## config.mk

```make
export PLATFORM = sky130hd
export DESIGN_NAME = beat_sequencer
export DESIGN_NICKNAME = d
export VERILOG_FILES = /design/src/rtl/beat_sequencer.sv
export SDC_FILE = /design/constraint.sdc
export NUM_CORES = 1
export LEC_CHECK = 0
export ABC_CLOCK_PERIOD_IN_PS = 3500
export BUFFER_PORTS_ARGS = -buffer_cell sky130_fd_sc_hd__buf_2
export CORE_MARGIN = 4
export CORE_UTILIZATION = 45
export CTS_CLUSTER_DIAMETER = 40
export DETAILED_ROUTE_END_ITERATION = 16
export GPL_ROUTABILITY_DRIVEN = 0
export MAX_ROUTING_LAYER = met4
export PLACE_DENSITY = 0.7
export SYNTH_ARGS = -nofsm -noshare
export SYNTH_HDL_FRONTEND = slang
export SYNTH_SLANG_ARGS = --single-unit
```

## constraint.sdc

```tcl
create_clock -name clk -period 3.5 [get_ports clk]
set_clock_uncertainty 0.15 [all_clocks]
set_input_delay 0.175 -clock clk [delete_from_list [all_inputs] [get_ports clk]]
set_output_delay 0.175 -clock clk [all_outputs]
set_load 0.01 [all_outputs]
```

## src/rtl/beat_sequencer.sv

```systemverilog
// beat_sequencer: run-control sequencer for the four-beat machine cycle.
// Define BEAT_SEQ_HALT_EN to honour the datapath halt and panel resume.
module beat_sequencer #(
    parameter int CNT_W = 8
) (
    input  logic             clk,
    input  logic             rst,
    input  logic             start,
    input  logic             step,
    input  logic             stop,
    input  logic             halt,
    input  logic             resume,
    output logic [3:0]       slow,
    output logic             quick,
    output logic             busy,
    output logic             halted,
    output logic [CNT_W-1:0] cycle_cnt
);

    typedef enum logic [1:0] {
        IDLE   = 2'b00,
        RUN    = 2'b01,
        STEP   = 2'b10,
        HALTED = 2'b11
    } state_t;

    state_t           state;
    state_t           state_n;
    logic [1:0]       ph;
    logic [1:0]       ph_n;
    logic             stop_pend;
    logic             pend_n;
    logic [CNT_W-1:0] cnt_n;
    logic             act_n;
    logic [3:0]       slow_n;
    logic             halt_take;
    logic             resume_take;

`ifdef BEAT_SEQ_HALT_EN
    assign halt_take   = halt;
    assign resume_take = resume;
`else
    logic unused_in;
    assign unused_in   = halt ^ resume;
    assign halt_take   = 1'b0;
    // HALTED cannot be entered here; fall back to IDLE if it ever is
    assign resume_take = 1'b1;
`endif

    always_comb begin
        state_n = state;
        ph_n    = ph;
        pend_n  = stop_pend;
        cnt_n   = cycle_cnt;
        unique case (state)
            IDLE: begin
                ph_n   = 2'd0;
                pend_n = 1'b0;
                if (start) begin
                    state_n = RUN;
                end else if (step) begin
                    state_n = STEP;
                end
            end
            RUN, STEP: begin
                pend_n = stop_pend | stop;
                if (ph == 2'd3) begin
                    cnt_n = cycle_cnt + CNT_W'(1);
                    ph_n  = 2'd0;
                    if (halt_take) begin
                        state_n = HALTED;
                    end else if (state == STEP || stop_pend || stop) begin
                        state_n = IDLE;
                    end
                end else begin
                    ph_n = ph + 2'd1;
                end
                if (state_n != RUN && state_n != STEP) begin
                    pend_n = 1'b0;
                end
            end
            HALTED: begin
                ph_n   = 2'd0;
                pend_n = 1'b0;
                if (resume_take) begin
                    state_n = IDLE;
                end
            end
        endcase
    end

    assign act_n  = (state_n == RUN) || (state_n == STEP);
    assign slow_n = act_n ? (4'b1000 >> ph_n) : 4'b0000;

    // Outputs are registered from the next-state values so they align with state.
    always_ff @(posedge clk or negedge rst) begin
        if (!rst) begin
            state     <= IDLE;
            ph        <= 2'd0;
            stop_pend <= 1'b0;
            cycle_cnt <= '0;
            slow      <= 4'b0000;
            quick     <= 1'b0;
            busy      <= 1'b0;
            halted    <= 1'b0;
        end else begin
            state     <= state_n;
            ph        <= ph_n;
            stop_pend <= pend_n;
            cycle_cnt <= cnt_n;
            slow      <= slow_n;
            quick     <= act_n & ~cnt_n[0];
            busy      <= act_n;
            halted    <= (state_n == HALTED);
        end
    end

endmodule

```

==> run_results.csv <==
group,metric,value,unit
outcome,outcome,"finished clean",
setup_path,r2r_end,"slow[1]$_DFF_PN0_",
timing,worst_slew_pin_slew,0.427,ns
grt,antenna_found_initial,0,
setup_path,crit_required,3.54,ns
cells_and_area,n_antenna_cell,0,
placed_design,placed_cells,111,
drt,avgRoutedWirePerCell,11.7,um
setup_path,cpLargestDelayFamily,"adder cells",
timing,maxSlewViolCount,0,
floorplanning,die_h,50.8,um
placed_design,dp_hpwl,1030,um
drt,routed_wl,1380,um
cells_and_area,final_cells,118,
grt,grt_overflow,0,
cells_and_area,mostFrequentLayoutCells,"dfrtp_1 (20), buf_2 (19), xnor2_1 (7)",
logic_synthesis,synth_area_per_cell,12.1,um2
cells_and_area,fin_nets,106,
placed_design,port_buffers,19,
timing,finalSetupViolations,0,
floorplanning,initial_core_util,47.8,%
power_and_ir_drop,p_leak,0.546,nW
cells_and_area,final_common_cell,"dfrtp_1",
floorplanning,die_x,50.8,um
setup_path,worstSetupPathType,"register to register",
floorplanning,row_count,15,
logic_synthesis,syn_area,825,um2
drt,viasPerCell,4.77,
power_and_ir_drop,vdd_ir_drop_max,0.424,mV
setup_path,arrival,1.98,ns
timing,slew_headroom,71.5,%
power_and_ir_drop,total_power,733,uW
logic_synthesis,netlist_instances,68,
logic_synthesis,yosysUniqueCellTypes,19,
power_and_ir_drop,powerDensity,726,nW/um2
clock_network,cts_resized,0,
logic_synthesis,synthesis.nets,80,
setup_path,cp.depth,8,
setup_path,cp_common_cell,"ha_1",
drt,drcViolationCount,0,
cells_and_area,drive_above_1_share,25.8,%
setup_path,cpPeakStageDelay,0.42,ns
clock_network,path_clk_slew,0.10,ns
logic_synthesis,ys_ff_latch,20,
logic_synthesis,ys_top_cells_by_area,"dfrtp_1 (61%), ha_1 (7.6%), xnor2_1 (7.4%), nand4_1 (3.0%), and3_1 (2.3%)",
setup_path,worst_r2r_path_depth,8,
drt,drt_iter0_drc,4,
setup_path,cp-endpoint,"slow[1]$_DFF_PN0_",
clock_network,cts_sinks,20,
clock_network,htreeDepth,1,
clock_network,clkLatencyLatePin,0.30,ns
floorplanning,dieArea,2580,um2
grt,grt_max_degree,21,
setup_path,slowest_stage,"dfrtp_1",
timing,fin_setup_tns,0,ns
run,cap_violations,0,
clock_network,cts_buffers,3,
grt,grt_pass1_vias,576,
clock_network,cts_root_buffer,"clkbuf_4",
setup_path,crit_buf_inv,1,
setup_path,r2r_slack,1.56,ns
floorplanning,coreArea,1730,um2
logic_synthesis,yosysSeqAreaShare,60.7,%
drt,first_pass_iters,4,
drt,vias,563,
setup_path,startpoint_type,"register",
cells_and_area,areaGrowthSynthToFinish,22.5,%
logic_synthesis,yosys_warnings,0,
timing,period_minus_slack,1.94,ns
placed_design,dp_slack,1.55,ns
setup_path,crit_start,"state[0]$_DFF_PN0_",
grt,grtUsageTotal,13.6,%
floorplanning,pin_count,22,
grt,grt_pass1_wl,2460,um
worst_hold_path,worstHoldPathType,"input pin to register",
clock_network,clockBufferDepth,2,
timing,timing_hold_violations_final,0,
setup_path,r2r_start,"state[0]$_DFF_PN0_",
timing,period_share,55.5,%
logic_synthesis,synth_area_leader_cell,"dfrtp_1",
logic_synthesis,yosys.area.top_type_share,60.7,%
timing,fin_ws,1.56,ns
clock_network,cts_tree,"yes",
setup_path,cp_max_fo,4,
drt,final_antenna_net_count,0,
setup_path,end_kind,"register",
timing,rsz0062_at_grt,"false",
setup_path,path_cells,"inv_1 -> ha_1 -> o31ai_1 -> nand4b_1 -> nand2_1 -> ha_1 -> nand3_1 -> nor2_1",
timing,fmax,0.514,GHz
==> worst min-delay path by stage <==
stage / from / endpoint / slack (ns) / cells past startpoint
finish: start / state[0]$_DFF_PN0_ / 0.02 / 3
global route: start / state[1]$_DFF_PN0_ / 0.02 / 4
CTS: start / state[0]$_DFF_PN0_ / 0.009 / 3
detailed placement: rst / cycle_cnt[7]$_DFFE_PN0P_ / -0.01 / 1
global placement: rst / cycle_cnt[7]$_DFFE_PN0P_ / -0.02 / 1
floorplan: rst / busy$_DFF_PN0_ / -0.27 / 0
==> flip-flops by register name (all words and copies together), names as in the netlist <==
signal	cells
cycle_cnt	8
busy	1
halted	1
state	2
quick	1
ph	2
slow	4
stop_pend	1
==> layout make-up <==
cell class / instances / area [um2]
Inverter: 4 / 15.0
Sequential cell: 20 / 500
Multi-Input combinational cell: 43 / 302
Tap cell: 25 / 31.3
Fill cell: 167 / 717
Clock buffer: 4 / 36.3
Timing Repair Buffer: 22 / 125
==> tightest hold or removal path: stages <==
cell     delay, ns
buf_2         0.09
o21ai_0       0.08
nand2_1       0.09
==> timing repair <==
item	in CTS	in global routing
endpoints found under the hold margin	22	0
hold buffers	3	0
buffers inserted	0	0
==> cell usage after synthesis (all sizes together) <==
master / count
nand2: 5
buf: 1
xnor2: 7
nor2b: 2
o21ai: 2
xor2: 1
nor3: 3
nand4: 4
nand2b: 1
o31ai: 1
and2: 1
ha: 5
nand3: 1
inv: 4
nand4b: 2
nor2: 4
dfrtp: 20
mux2: 1
and3: 3
==> stage by stage <==
stage	utilization, %	hold WS (ns)	area (um2)
finish	58.5	0.0204	1010
global route	58.5	0.0163	1010
CTS	58.5	0.00917	1010
detailed placement	54.6	-0.0109	943
global placement	54.6	-0.0153	943
floorplan	-	-0.271	825
==> power by group <==
group,switching [mW],total (mW),internal [mW],leakage (nW)
Sequential,0.0392,0.335,0.296,0.267
Clock,0.0661,0.130,0.0634,0.0210
Combinational,0.155,0.269,0.114,0.257
==> routing by layer <==
metal  wire [um]  global-route usage, %  up-vias
met5           0                      -        -
met4           6                   5.38        0
met3          87                   5.34        2
met2         701                   21.7       15
met1         585                   15.3      266
li1            -                      -      280
==> cells by family after synthesis <==
| group | Yosys count | share of synthesized area (%) |
|---|---|---|
| AO/OA/AOI/OAI | 3 | 2.12 |
| multiplexers | 1 | 1.37 |
| buffers and inverters | 5 | 2.73 |
| flip-flops | 20 | 60.7 |
| adder cells (fa/ha/maj) | 5 | 7.59 |
| XOR/XNOR | 8 | 8.50 |
| AND/OR/NAND/NOR | 26 | 17.0 |
No activity file was read; power rests on OpenSTA's default activity.
